--- src/rtl/vend_pkg.sv ---
// ---------------------------------------------------------------------------
// vend_pkg
//   Shared types and constants for the vending controller: FSM state
//   encoding (also driven out on state_o), keypad codes, coin values and the
//   product price table.
//   Optional feature macro used by vend_fsm: VEND_TIMEOUT_EN.
// ---------------------------------------------------------------------------
package vend_pkg;

    localparam int STOCK_W = 4;   // per-product stock counter width
    localparam int MONEY_W = 8;   // credit / price / change width

    typedef enum logic [2:0] {
        IDLE      = 3'd0,
        PAY       = 3'd1,
        DISPENSE  = 3'd2,
        WAIT_TAKE = 3'd3,
        CHANGE    = 3'd4,
        SOLDOUT   = 3'd5
    } vend_state_e;

    // Keypad codes (product keys are 0x1..N_PRODUCTS)
    localparam logic [3:0] KEY_COIN2  = 4'hA;
    localparam logic [3:0] KEY_COIN5  = 4'hB;
    localparam logic [3:0] KEY_COIN10 = 4'hC;
    localparam logic [3:0] KEY_CANCEL = 4'hD;
    localparam logic [3:0] KEY_TAKE   = 4'hE;

    localparam logic [MONEY_W-1:0] COIN2_VAL  = 8'd2;
    localparam logic [MONEY_W-1:0] COIN5_VAL  = 8'd5;
    localparam logic [MONEY_W-1:0] COIN10_VAL = 8'd10;

    localparam logic [MONEY_W-1:0] PRICE_P0 = 8'd15;
    localparam logic [MONEY_W-1:0] PRICE_P1 = 8'd20;
    localparam logic [MONEY_W-1:0] PRICE_P2 = 8'd25;
    localparam logic [MONEY_W-1:0] PRICE_P3 = 8'd40;

    function automatic logic [MONEY_W-1:0] price_of(input logic [1:0] idx);
        case (idx)
            2'd0:    price_of = PRICE_P0;
            2'd1:    price_of = PRICE_P1;
            2'd2:    price_of = PRICE_P2;
            default: price_of = PRICE_P3;
        endcase
    endfunction

    // Value of a coin key; 0 for any key that is not a coin.
    function automatic logic [MONEY_W-1:0] coin_value(input logic [3:0] code);
        case (code)
            KEY_COIN2:  coin_value = COIN2_VAL;
            KEY_COIN5:  coin_value = COIN5_VAL;
            KEY_COIN10: coin_value = COIN10_VAL;
            default:    coin_value = '0;
        endcase
    endfunction

    function automatic logic is_coin(input logic [3:0] code);
        is_coin = (code == KEY_COIN2) || (code == KEY_COIN5) || (code == KEY_COIN10);
    endfunction

endpackage

--- src/rtl/vend_stock.sv ---
// ---------------------------------------------------------------------------
// vend_stock
//   Per-product stock counters. Every counter loads INIT_STOCK on reset and
//   decrements by one on i_dec for product i_idx, saturating at zero.
// Ports
//   clk      in   system clock
//   reset    in   synchronous active-high reset (reloads all counters)
//   i_dec    in   decrement strobe, one cycle per vend
//   i_idx    in   product index to decrement
//   o_empty  out  per-product flag, 1 when that product's stock is zero
// ---------------------------------------------------------------------------
module vend_stock
    import vend_pkg::*;
#(
    parameter int N_PRODUCTS = 4,
    parameter int INIT_STOCK = 5
) (
    input  logic                  clk,
    input  logic                  reset,
    input  logic                  i_dec,
    input  logic [1:0]            i_idx,
    output logic [N_PRODUCTS-1:0] o_empty
);

    logic [STOCK_W-1:0] r_stock [N_PRODUCTS];

    // NOTE: sequential state uses non-blocking assignments so every flop
    // samples pre-edge values no matter how the always blocks are ordered.
    always_ff @(posedge clk) begin
        if (reset) begin
            // NOTE: this small counter array is reset on purpose -- stock must
            // be known after reset -- unlike a RAM, which would stay unreset.
            for (int i = 0; i < N_PRODUCTS; i++) begin
                r_stock[i] <= STOCK_W'(INIT_STOCK);
            end
        end else if (i_dec && (r_stock[i_idx] != '0)) begin
            r_stock[i_idx] <= r_stock[i_idx] - STOCK_W'(1);
        end
    end

    for (genvar g = 0; g < N_PRODUCTS; g++) begin : g_empty
        assign o_empty[g] = (r_stock[g] == '0);
    end

endmodule

--- src/rtl/vend_fsm.sv ---
// ---------------------------------------------------------------------------
// vend_fsm
//   Vending control FSM fed by debounced key events. Tracks selection,
//   coin credit, per-product stock (vend_stock), dispense and change.
//   All outputs are registered.
// Ports
//   clk           in   system clock
//   reset         in   synchronous active-high reset
//   key_valid     in   one-cycle pulse per debounced key press
//   key_code[3:0] in   key value, sampled with key_valid
//   product_id    out  selected product index (key code - 1)
//   price         out  price of the selected product
//   credit        out  accumulated credit
//   change        out  change amount, updated together with change_valid
//   dispense      out  one-cycle vend strobe
//   change_valid  out  one-cycle change strobe
//   coin_reject   out  one-cycle pulse when a coin is refused
//   sold_out      out  high while in SOLDOUT
//   state_o       out  current state encoding (vend_pkg::vend_state_e)
// Configuration
//   VEND_TIMEOUT_EN : adds a PAY inactivity counter; after TIMEOUT_CYCLES
//                     cycles without a valid key it acts as cancel.
// ---------------------------------------------------------------------------
module vend_fsm
    import vend_pkg::*;
#(
    parameter int N_PRODUCTS = 4,
    parameter int INIT_STOCK = 5,
    parameter int MAX_CREDIT = 99
`ifdef VEND_TIMEOUT_EN
    ,
    parameter int TIMEOUT_CYCLES = 50_000_000
`endif
) (
    input  logic       clk,
    input  logic       reset,
    input  logic       key_valid,
    input  logic [3:0] key_code,
    output logic [1:0] product_id,
    output logic [7:0] price,
    output logic [7:0] credit,
    output logic [7:0] change,
    output logic       dispense,
    output logic       change_valid,
    output logic       coin_reject,
    output logic       sold_out,
    output logic [2:0] state_o
);

    vend_state_e          r_state, w_next_state;
    logic [1:0]           r_product_id, w_product_id;
    logic [MONEY_W-1:0]   r_price, w_price;
    logic [MONEY_W-1:0]   r_credit, w_credit;
    logic [MONEY_W-1:0]   r_change, w_change;
    logic [MONEY_W-1:0]   r_change_due, w_change_due;
    logic                 r_dispense, r_change_valid, r_coin_reject, r_sold_out;
    logic                 w_coin_reject, w_stock_dec, w_timeout;
    logic                 w_key_sel, w_key_coin, w_key_cancel, w_key_take, w_key_any;
    logic [1:0]           w_sel_idx;
    logic [MONEY_W-1:0]   w_coin_val;
    logic [MONEY_W:0]     w_sum;
    logic                 w_coin_ok;
    logic [N_PRODUCTS-1:0] w_empty;

    // Key decode; unmapped codes never qualify as a key.
    assign w_key_sel    = key_valid && (key_code >= 4'd1) && (key_code <= 4'(N_PRODUCTS));
    assign w_key_coin   = key_valid && is_coin(key_code);
    assign w_key_cancel = key_valid && (key_code == KEY_CANCEL);
    assign w_key_take   = key_valid && (key_code == KEY_TAKE);
    assign w_key_any    = w_key_sel || w_key_coin || w_key_cancel || w_key_take;
    assign w_sel_idx    = 2'(key_code - 4'd1);

    // 9-bit sum so a coin near the ceiling cannot wrap past the check.
    assign w_coin_val = coin_value(key_code);
    assign w_sum      = {1'b0, r_credit} + {1'b0, w_coin_val};
    assign w_coin_ok  = (w_sum <= 9'(MAX_CREDIT));

    vend_stock #(
        .N_PRODUCTS (N_PRODUCTS),
        .INIT_STOCK (INIT_STOCK)
    ) u_stock (
        .clk     (clk),
        .reset   (reset),
        .i_dec   (w_stock_dec),
        .i_idx   (r_product_id),
        .o_empty (w_empty)
    );

`ifdef VEND_TIMEOUT_EN
    localparam int TO_W = $clog2(TIMEOUT_CYCLES + 1);
    logic [TO_W-1:0] r_idle_cnt;

    // Counts consecutive key-free cycles spent in PAY.
    always_ff @(posedge clk) begin
        if (reset || (r_state != PAY) || w_key_any) begin
            r_idle_cnt <= '0;
        end else begin
            r_idle_cnt <= r_idle_cnt + TO_W'(1);
        end
    end

    assign w_timeout = (r_state == PAY) && !w_key_any &&
                       (r_idle_cnt == TO_W'(TIMEOUT_CYCLES - 1));
`else
    assign w_timeout = 1'b0;
`endif

    always_comb begin
        // NOTE: every signal driven here gets a default first, so no branch
        // can leave one unassigned and infer a latch.
        w_next_state  = r_state;
        w_product_id  = r_product_id;
        w_price       = r_price;
        w_credit      = r_credit;
        w_change      = r_change;
        w_change_due  = r_change_due;
        w_coin_reject = 1'b0;
        w_stock_dec   = 1'b0;
        case (r_state)
            IDLE: begin
                if (w_key_sel) begin
                    if (w_empty[w_sel_idx]) begin
                        w_next_state = SOLDOUT;
                    end else begin
                        w_next_state = PAY;
                        w_product_id = w_sel_idx;
                        w_price      = price_of(w_sel_idx);
                        w_credit     = '0;
                    end
                end else if (w_key_coin) begin
                    w_coin_reject = 1'b1;
                end
            end
            PAY: begin
                // A coin arriving in the cycle the vend is decided is still
                // banked, so back-to-back coins are never silently dropped.
                if (w_key_coin) begin
                    if (w_coin_ok) begin
                        w_credit = w_sum[MONEY_W-1:0];
                    end else begin
                        w_coin_reject = 1'b1;
                    end
                end
                if (r_credit >= r_price) begin
                    w_next_state = DISPENSE;
                end else if (w_key_cancel || w_timeout) begin
                    w_next_state = CHANGE;
                    w_change     = r_credit;
                end
            end
            DISPENSE: begin
                w_stock_dec  = 1'b1;
                w_change_due = r_credit - r_price;
                w_next_state = WAIT_TAKE;
            end
            WAIT_TAKE: begin
                if (w_key_take) begin
                    w_next_state = CHANGE;
                    w_change     = r_change_due;
                end else if (w_key_coin) begin
                    w_coin_reject = 1'b1;
                end
            end
            CHANGE: begin
                w_credit     = '0;
                w_next_state = IDLE;
            end
            SOLDOUT: begin
                if (w_key_any) begin
                    w_next_state = IDLE;
                end
            end
            default: begin
                w_next_state = IDLE;
            end
        endcase
    end

    // Strobes are registered from the next state so they line up with state_o.
    always_ff @(posedge clk) begin
        if (reset) begin
            r_state        <= IDLE;
            r_product_id   <= '0;
            r_price        <= '0;
            r_credit       <= '0;
            r_change       <= '0;
            r_change_due   <= '0;
            r_dispense     <= 1'b0;
            r_change_valid <= 1'b0;
            r_coin_reject  <= 1'b0;
            r_sold_out     <= 1'b0;
        end else begin
            r_state        <= w_next_state;
            r_product_id   <= w_product_id;
            r_price        <= w_price;
            r_credit       <= w_credit;
            r_change       <= w_change;
            r_change_due   <= w_change_due;
            r_dispense     <= (w_next_state == DISPENSE);
            r_change_valid <= (w_next_state == CHANGE);
            r_coin_reject  <= w_coin_reject;
            r_sold_out     <= (w_next_state == SOLDOUT);
        end
    end

    assign product_id   = r_product_id;
    assign price        = r_price;
    assign credit       = r_credit;
    assign change       = r_change;
    assign dispense     = r_dispense;
    assign change_valid = r_change_valid;
    assign coin_reject  = r_coin_reject;
    assign sold_out     = r_sold_out;
    assign state_o      = r_state;

endmodule

--- config.mk ---
export PLATFORM = sky130hd
export DESIGN_NAME = vend_fsm
export DESIGN_NICKNAME = d
export VERILOG_FILES = /design/src/rtl/vend_pkg.sv /design/src/rtl/vend_stock.sv /design/src/rtl/vend_fsm.sv
export SDC_FILE = /design/constraint.sdc
export NUM_CORES = 1
export LEC_CHECK = 0
export BUFFER_PORTS_ARGS = -buffer_cell sky130_fd_sc_hd__buf_4
export CORE_MARGIN = 3
export CORE_UTILIZATION = 30
export DETAILED_ROUTE_END_ITERATION = 16
export PLACE_DENSITY_LB_ADDON = 0.25
export SYNTH_ARGS = -nofsm -noshare
export SYNTH_HDL_FRONTEND = slang
export SYNTH_SLANG_ARGS = --single-unit
--- constraint.sdc ---
create_clock -name clk -period 3.8 [get_ports clk]
set_input_delay 0.38 -clock clk [delete_from_list [all_inputs] [get_ports clk]]
set_output_delay 0.38 -clock clk [all_outputs]
set_load 0.01 [all_outputs]
==> results.txt, run 1 <==
----------------------------------------------------
[Outcome]
  Run status ... finished clean

[Flow run]
  Total of max-cap violations ... 0

[Route]
  Vias after detailed routing ... 2723
  Post-Route WL ... 8.41 mm
  Post-route DRC violation count ... 0
  Number of optimization iterations in the first detailed-route pass ... 4
  Routed wire length per instance ... 15.7 um
  ANT nets after route ... 0
  Sum of met3 wire segment lengths after detailed routing ... 527 um
  Uppermost layer routed ... met4
  M1 WL ... 3.64 mm
  Via density per instance ... 5.10
  Initial DRC count ... 182
  Met2 routed WL ... 4.01 mm

[Clocking]
  Clock root cell ... sky130_fd_sc_hd__clkbuf_8
  Number of setup buffers added after CTS ... 0
  Register clock-pin slew on the reported worst setup and hold paths ... 0.07 ns
  Count of cells resized by post-cts repair ... 0
  Clk Latency, worst-skew pair ... 0.34 ns
  Depth of the CTS H-tree ... 3
  Clock net sink count ... 57
  Max Root-Sink Buffers ... 2
  TritonCTS clock tree ... built
  Count of hold-fix buffers inserted at cts ... 0
  Cts bufs inserted ... 9

[Power and ir drop]
  PD cells ... 432 nW/um^2
  Leakage power figure ... 1.45 nW
  Pwr Total ... 1.66 mW
  Max rail drop VDD ... 0.164 mV

[STA]
  Number of pins with negative max-slew slack in the final report ... 0
  Worst clock skew ... 0.00859 ns
  Worst hold slack after final layout ... 0.319 ns
  Hold Vio Cnt, Final ... 0
  Unrepaired setup endpoints after global routing ... false
  Min Clock Period, post-route ... 2.97 ns
  Final total negative setup slack ... 0 ns
  Transition at the pin with the smallest max-transition slack ... 0.833 ns
  Final setup violation count ... 0
  Share of the clock period used by the worst path ... 0.781
  Relative slew slack ... 0.442
  Max Fclk ... 337 MHz

[Floorplanning]
  Full die area ... 12100 um^2
  Area inside the core boundary ... 10400 um^2
  Std-Cell Rows ... 37
  Overall die height ... 110 um
  Initial core utilization ... 0.312
  Ports placed on the boundary ... 40
  Floorplan die width ... 110 um

[Finish]
  Fraction of final layout cells with drive strength greater than 1 ... 0.168
  Antenna diode count ... 0
  Commonest cells after routing, fill and taps aside ... sky130_fd_sc_hd__nor2_1 (47), sky130_fd_sc_hd__dfxtp_1 (41), sky130_fd_sc_hd__buf_4 (38)
  Final net count ... 418
  Syn-to-layout area delta ... 18.1%
  Most common library cell in the layout ignoring fill and taps ... sky130_fd_sc_hd__nor2_1
  Post-layout instance count excluding filler cells ... 534

[Global route]
  Overflow left after global routing ... 0
  First-pass GRT wire length ... 13.6 mm
  Largest net degree at the start of global routing ... 37
  GRT Total Usage ... 0.148
  Vias in the first global route ... 2676
  Antenna violations before repair ... 0

[Synthesis]
  Proportion of synthesized area in mux cells ... 0.0615
  Number of register bits inferred by synthesis ... 57
  Synth Warn # ... 0
  Adder-cell area share of the yosys netlist ... 0.0738
  Mapped Area ... 3250 um^2
  Post-synthesis share of cell area spent on and, or, nand and nor gates ... 0.226
  Synth Flop Type ... sky130_fd_sc_hd__dfxtp_1
  Synthesized-area fraction occupied by ao, oa, aoi and oai cells ... 0.166
  Fraction of the yosys area taken by sequential cells ... 0.400
  Proportion of synthesized flip-flops having asynchronous set or reset ... 0
  Post-synthesis xor/xnor area fraction ... 0.0188
  Mean Syn Cell Area ... 8.99 um^2
  Combinational family with the most area after synthesis ... simple AND/OR/NAND/NOR gates
  Count of mapped cells out of synthesis ... 362
  Number of enable flip-flop cells after synthesis ... 16
  Cell variety after synth ... 61

[Critical path]
  CP required ... 4.03 ns
  Worst setup EP type ... flip-flop
  Logic depth of the worst register-to-register path ... 8
  Critical path arrival ... 3.20 ns
  Startpoint type of the worst setup path ... input port
  Critical path start-end classification ... in2reg
  Worst Path Max Fanout ... 12

[Place]
  Number of placed instances with taps included ... 518
  Number of buffers inserted by port buffering ... 37
  Final weighted congestion in routability-driven placement ... 0.844
  DP Wirelength ... 6.31 mm

[Hold path]
  Path category of the worst min-delay check ... in2reg
  Hold Crit Depth ... 2

----------------------------------------------------
-- per-layer routing --
metal	vias up	GRT usage
li1	1358	-
met1	1276	0.177
met2	72	0.237
met3	17	0.0542
met4	0	0.0677
met5	-	0
-- power breakdown --
part / total (mW) / internal (mW) / switching, mW
Clock: 0.681 / 0.432 / 0.249
Combinational: 0.289 / 0.120 / 0.169
Sequential: 0.691 / 0.657 / 0.0343
-- critical path: stages --
cell	delay, ns
sky130_fd_sc_hd__buf_4	0.14
sky130_fd_sc_hd__inv_1	0.10
sky130_fd_sc_hd__ha_1	0.29
sky130_fd_sc_hd__mux2i_1	0.11
sky130_fd_sc_hd__nor2b_1	0.21
sky130_fd_sc_hd__ha_1	0.28
sky130_fd_sc_hd__a211oi_1	0.45
sky130_fd_sc_hd__o21bai_1	0.20
sky130_fd_sc_hd__a31o_2	0.29
sky130_fd_sc_hd__a211oi_2	0.22
sky130_fd_sc_hd__buf_4	0.22
sky130_fd_sc_hd__nand2_2	0.05
sky130_fd_sc_hd__a32o_1	0.25
-- Yosys cell counts, types with 6 or more instances --
library cell | instances | share of area
sky130_fd_sc_hd__nand3_1 | 11 | 0.017
sky130_fd_sc_hd__nand2b_1 | 10 | 0.019
sky130_fd_sc_hd__o21ai_0 | 17 | 0.026
sky130_fd_sc_hd__dfxtp_1 | 41 | 0.25
sky130_fd_sc_hd__xnor2_1 | 6 | 0.016
sky130_fd_sc_hd__nand2_1 | 37 | 0.043
sky130_fd_sc_hd__nor3_1 | 6 | 0.0092
sky130_fd_sc_hd__edfxtp_1 | 16 | 0.15
sky130_fd_sc_hd__inv_1 | 17 | 0.020
sky130_fd_sc_hd__mux2i_1 | 11 | 0.034
sky130_fd_sc_hd__ha_1 | 16 | 0.062
sky130_fd_sc_hd__clkbuf_1 | 8 | 0.0092
sky130_fd_sc_hd__a21oi_1 | 20 | 0.031
sky130_fd_sc_hd__nor2_1 | 47 | 0.054
sky130_fd_sc_hd__a211oi_1 | 18 | 0.042
-- through the flow --
| step | instance area [um^2] | utilization | setup WS [ns] |
|---|---|---|---|
| floorplan | 3260 | - | 0.998 |
| global placement | 3610 | 0.346 | 0.671 |
| detailed placement | 3610 | 0.346 | 0.488 |
| CTS | 3840 | 0.369 | 0.835 |
| global route | 3840 | 0.369 | 0.579 |
| finish | 3840 | 0.369 | 0.831 |
-- cell type report --
type	count	area, um^2
multi-input combinational	269	1780
fill	1070	6570
clock buffer	10	128
tap	136	170
inverter	18	67.6
clock inverter	6	106
timing repair buffer	38	285
sequential	57	1300
-- worst paths after layout --
path,slack (ns),endpoint,from
worst max-delay path,0.83,credit[4]$_SDFFE_PP0P_,key_code[0]
worst max register to register,1.17,credit[4]$_SDFFE_PP0P_,credit[1]$_SDFFE_PP0P_
worst min register to register,0.46,r_change_due[3]$_SDFFE_PP0P_,r_change_due[3]$_SDFFE_PP0P_
worst min-delay path,0.32,flip-flop,key_code[0]
-- flip-flops by register name, indices dropped and copies added (netlist names), named ones only --
signal           cells
change               8
change_valid         1
coin_reject          1
credit               8
dispense             1
price                6
product_id           2
r_change_due         8
sold_out             1
state_o              3
u_stock.r_stock     16
-- kinds of logic after synthesis --
kind of cell             after synthesis
AND/OR/NAND/NOR                      146
adder cells (fa/ha/maj)               18
multiplexers                          15
AO/OA/AOI/OAI                         81
buffers and inverters                 37
XOR/XNOR                               7
flip-flops                            57
other                                  1
(Power assumes the default switching activity.)
==> run 2, diff against run 1 <==
==> constraint.sdc (replaced) <==
create_clock -name clk -period 2.5 [get_ports clk]
set_input_delay 0.25 -clock clk [delete_from_list [all_inputs] [get_ports clk]]
set_output_delay 0.25 -clock clk [all_outputs]
set_load 0.01 [all_outputs]
==> run 2 against run 1 <==
Net effect:
- die area unchanged
- highest routed layer unchanged
- non-clock buffer count rose by 41
- first-iteration DRC count down 47%
- routed wire length rose by 6.6%
- power grew 53%
- hold slack lost 0.058 ns
- sequential share of layout area is 3.3 points lower
- clock-buffer cell count down 1
- cell count rose by 7.7%
==> results.txt, run 2 (synthesis results as in run 1) <==
----------------------------------------------------
[Outcome]
  Run status ... finished clean

[Clocking]
  Cts bufs inserted ... 9 (unchanged)
  TritonCTS clock tree ... built
  Depth of the CTS H-tree ... 3 (unchanged)
  Max Root-Sink Buffers ... 2 (unchanged)
  Clk Latency, worst-skew pair ... 0.36 ns (+0.02 ns)
  Clock net sink count ... 57 (unchanged)
  Register clock-pin slew on the reported worst setup and hold paths ... 0.07 ns (about the same)
  Clock root cell ... sky130_fd_sc_hd__clkbuf_8

[Global route]
  Met3 Usage GRT ... 0.0408 (-0.0134)
  Largest net degree at the start of global routing ... 37 (unchanged)
  Antenna violations before repair ... 0 (unchanged)
  Grt met2 use ... 0.257 (+0.0204)
  Highest-utilization routing layer at the global route stage ... met2
  GRT Total Usage ... 0.156 (+0.00822)
  First-pass GRT wire length ... 14.3 mm (+5.4%)
  Vias in the first global route ... 2844 (+6.3%)
  Overflow left after global routing ... 0 (unchanged)
  GR Layer Usage met1 ... 0.195 (+0.0178)

[Finish]
  Filler cells ... 1083 (+1.2%)
  Antenna diode count ... 0 (unchanged)
  Fraction of final layout cells with drive strength greater than 1 ... 0.289 (+0.121)
  Most common library cell in the layout ignoring fill and taps ... sky130_fd_sc_hd__buf_4
  Core occupancy in the finished layout ... 0.409 (+0.0399)
  Register containing the most flip-flops in the final layout ... u_stock.r_stock
  Final Cell Area ... 4260 um^2 (+11%)
  Final net count ... 459 (+9.8%)
  Largest register FFs ... 16 (unchanged)
  Syn-to-layout area delta ... 30.9%
  Commonest cells after routing, fill and taps aside ... sky130_fd_sc_hd__buf_4 (76), sky130_fd_sc_hd__nor2_1 (47), sky130_fd_sc_hd__dfxtp_1 (40)

[Floorplanning]
  Area inside the core boundary ... 10400 um^2 (unchanged)
  Std-Cell Rows ... 37 (unchanged)
  Floorplan die width ... 110 um (unchanged)
  Full die area ... 12100 um^2 (unchanged)
  Overall die height ... 110 um (unchanged)
  Ports placed on the boundary ... 40 (unchanged)
  Initial core utilization ... 0.312 (unchanged)

[Route]
  Number of optimization iterations in the first detailed-route pass ... 4 (unchanged)
  ANT nets after route ... 0 (unchanged)
  Vias after detailed routing ... 2914 (+7.0%)
  Via density per instance ... 5.07 (-0.62%)
  Post-route DRC violation count ... 0 (unchanged)
  Routed wire length per instance ... 15.6 um (-0.98%)
  Initial DRC count ... 97 (-47%)
  Post-Route WL ... 8.96 mm (+6.6%)

[Place]
  Number of buffers inserted by port buffering ... 37 (unchanged)
  Final weighted congestion in routability-driven placement ... 0.895 (+6.1%)
  Area after detailed placement ... 3910 um^2 (+8.3%)
  DP Wirelength ... 6.66 mm (+5.6%)
  Setup slack at placement ... -0.305 ns (-0.793 ns)

[STA]
  Relative slew slack ... 0.623 (+0.181)
  Hold Vio Cnt, Final ... 0 (unchanged)
  Share of the clock period used by the worst path ... 0.959
  Post-route worst setup slack ... 0.102 ns (-0.729 ns)
  Number of pins with negative max-slew slack in the final report ... 0 (unchanged)
  Worst clock skew ... 0.0169 ns (+0.00829 ns)
  Min Clock Period, post-route ... 2.40 ns
  Max Fclk ... 417 MHz
  Transition at the pin with the smallest max-transition slack ... 0.560 ns (-0.274 ns)
  Final setup violation count ... 0 (unchanged)
  Worst hold slack after final layout ... 0.261 ns (-0.0579 ns)

[Critical path]
  Startpoint type of the worst setup path ... input port
  Critical path arrival ... 2.62 ns (-0.58 ns)
  CP required ... 2.72 ns (-1.31 ns)
  Worst Path Max Fanout ... 6 (-6)
  Critical path start-end classification ... in2reg
  Worst setup EP type ... flip-flop

[Flow run]
  Total of max-cap violations ... 0 (unchanged)

[Power and ir drop]
  PD cells ... 597 nW/um^2 (+38%)
  Max rail drop VDD ... 0.304 mV (+85%)
  Leakage power figure ... 1.65 nW (+14%)

[Hold path]
  Path category of the worst min-delay check ... in2reg

----------------------------------------------------
==> run 2: critical path, cell delays in order <==
cell,delay [ns]
sky130_fd_sc_hd__buf_8,0.08
sky130_fd_sc_hd__clkinvlp_4,0.12
sky130_fd_sc_hd__ha_4,0.19
sky130_fd_sc_hd__mux2i_1,0.13
sky130_fd_sc_hd__nor2b_1,0.08
sky130_fd_sc_hd__ha_1,0.30
sky130_fd_sc_hd__a211oi_4,0.32
sky130_fd_sc_hd__o21bai_2,0.14
sky130_fd_sc_hd__a31o_2,0.29
sky130_fd_sc_hd__a211oi_4,0.30
sky130_fd_sc_hd__buf_6,0.17
sky130_fd_sc_hd__mux2i_1,0.18
sky130_fd_sc_hd__nor2_1,0.05
==> run 2: cell type report <==
| type | count | area (um^2) | area share |
|---|---|---|---|
| repair buffers | 79 | 617 | 0.145 |
| inverters | 18 | 71.3 | 0.0167 |
| clock buffers | 9 | 124 | 0.0291 |
| well taps | 136 | 170 | 0.0400 |
| flip-flops and latches | 57 | 1300 | 0.306 |
| clock inverters | 7 | 95.1 | 0.0223 |
| multi-input cells | 269 | 1880 | 0.441 |
==> run 2: through the flow <==
stage	cells	TNS, ns	total power [mW]
6_report	575	0	2.54
5_1_grt	575	-0.0545	2.67
4_1_cts	568	0	2.52
3_5_place_dp	552	-2.11	1.56
3_3_place_gp	552	-1.40	1.56
2_1_floorplan	363	0	1.40
==> run 2: worst paths after layout <==
kind                                                    from                           end  slack [ns]  cells after the start
worst min-delay path                             key_code[0]                     flip-flop        0.26                      3
worst max register to register        credit[0]$_SDFFE_PP0P_        change[2]$_SDFFE_PP0P_        0.15                     10
worst max-delay path                             key_code[0]        credit[3]$_SDFFE_PP0P_        0.10                     13
worst min register to register  r_change_due[4]$_SDFFE_PP0P_  r_change_due[4]$_SDFFE_PP0P_        0.45                      2
==> run 2: timing repair <==
action                                  in CTS  in global routing
setup buffers                                0                  6
hold buffers                                 0                  0
hold endpoints to repair                     0                  0
gates resized for setup                      0                 19
cloned                                       0                  1
endpoints found under the setup margin       1                 28
pin swaps                                    1                 11
==> run 2: metal layers <==
layer,wire [um],up-vias
met4,168,0
met5,0,-
li1,-,1441
met3,395,15
met2,4300,63
met1,4100,1395
==> run 2: power breakdown <==
| part | internal, mW | switching (mW) |
|---|---|---|
| registers | 0.998 | 0.0417 |
| clock network | 0.558 | 0.412 |
| logic | 0.239 | 0.294 |
| total | 1.80 | 0.748 |
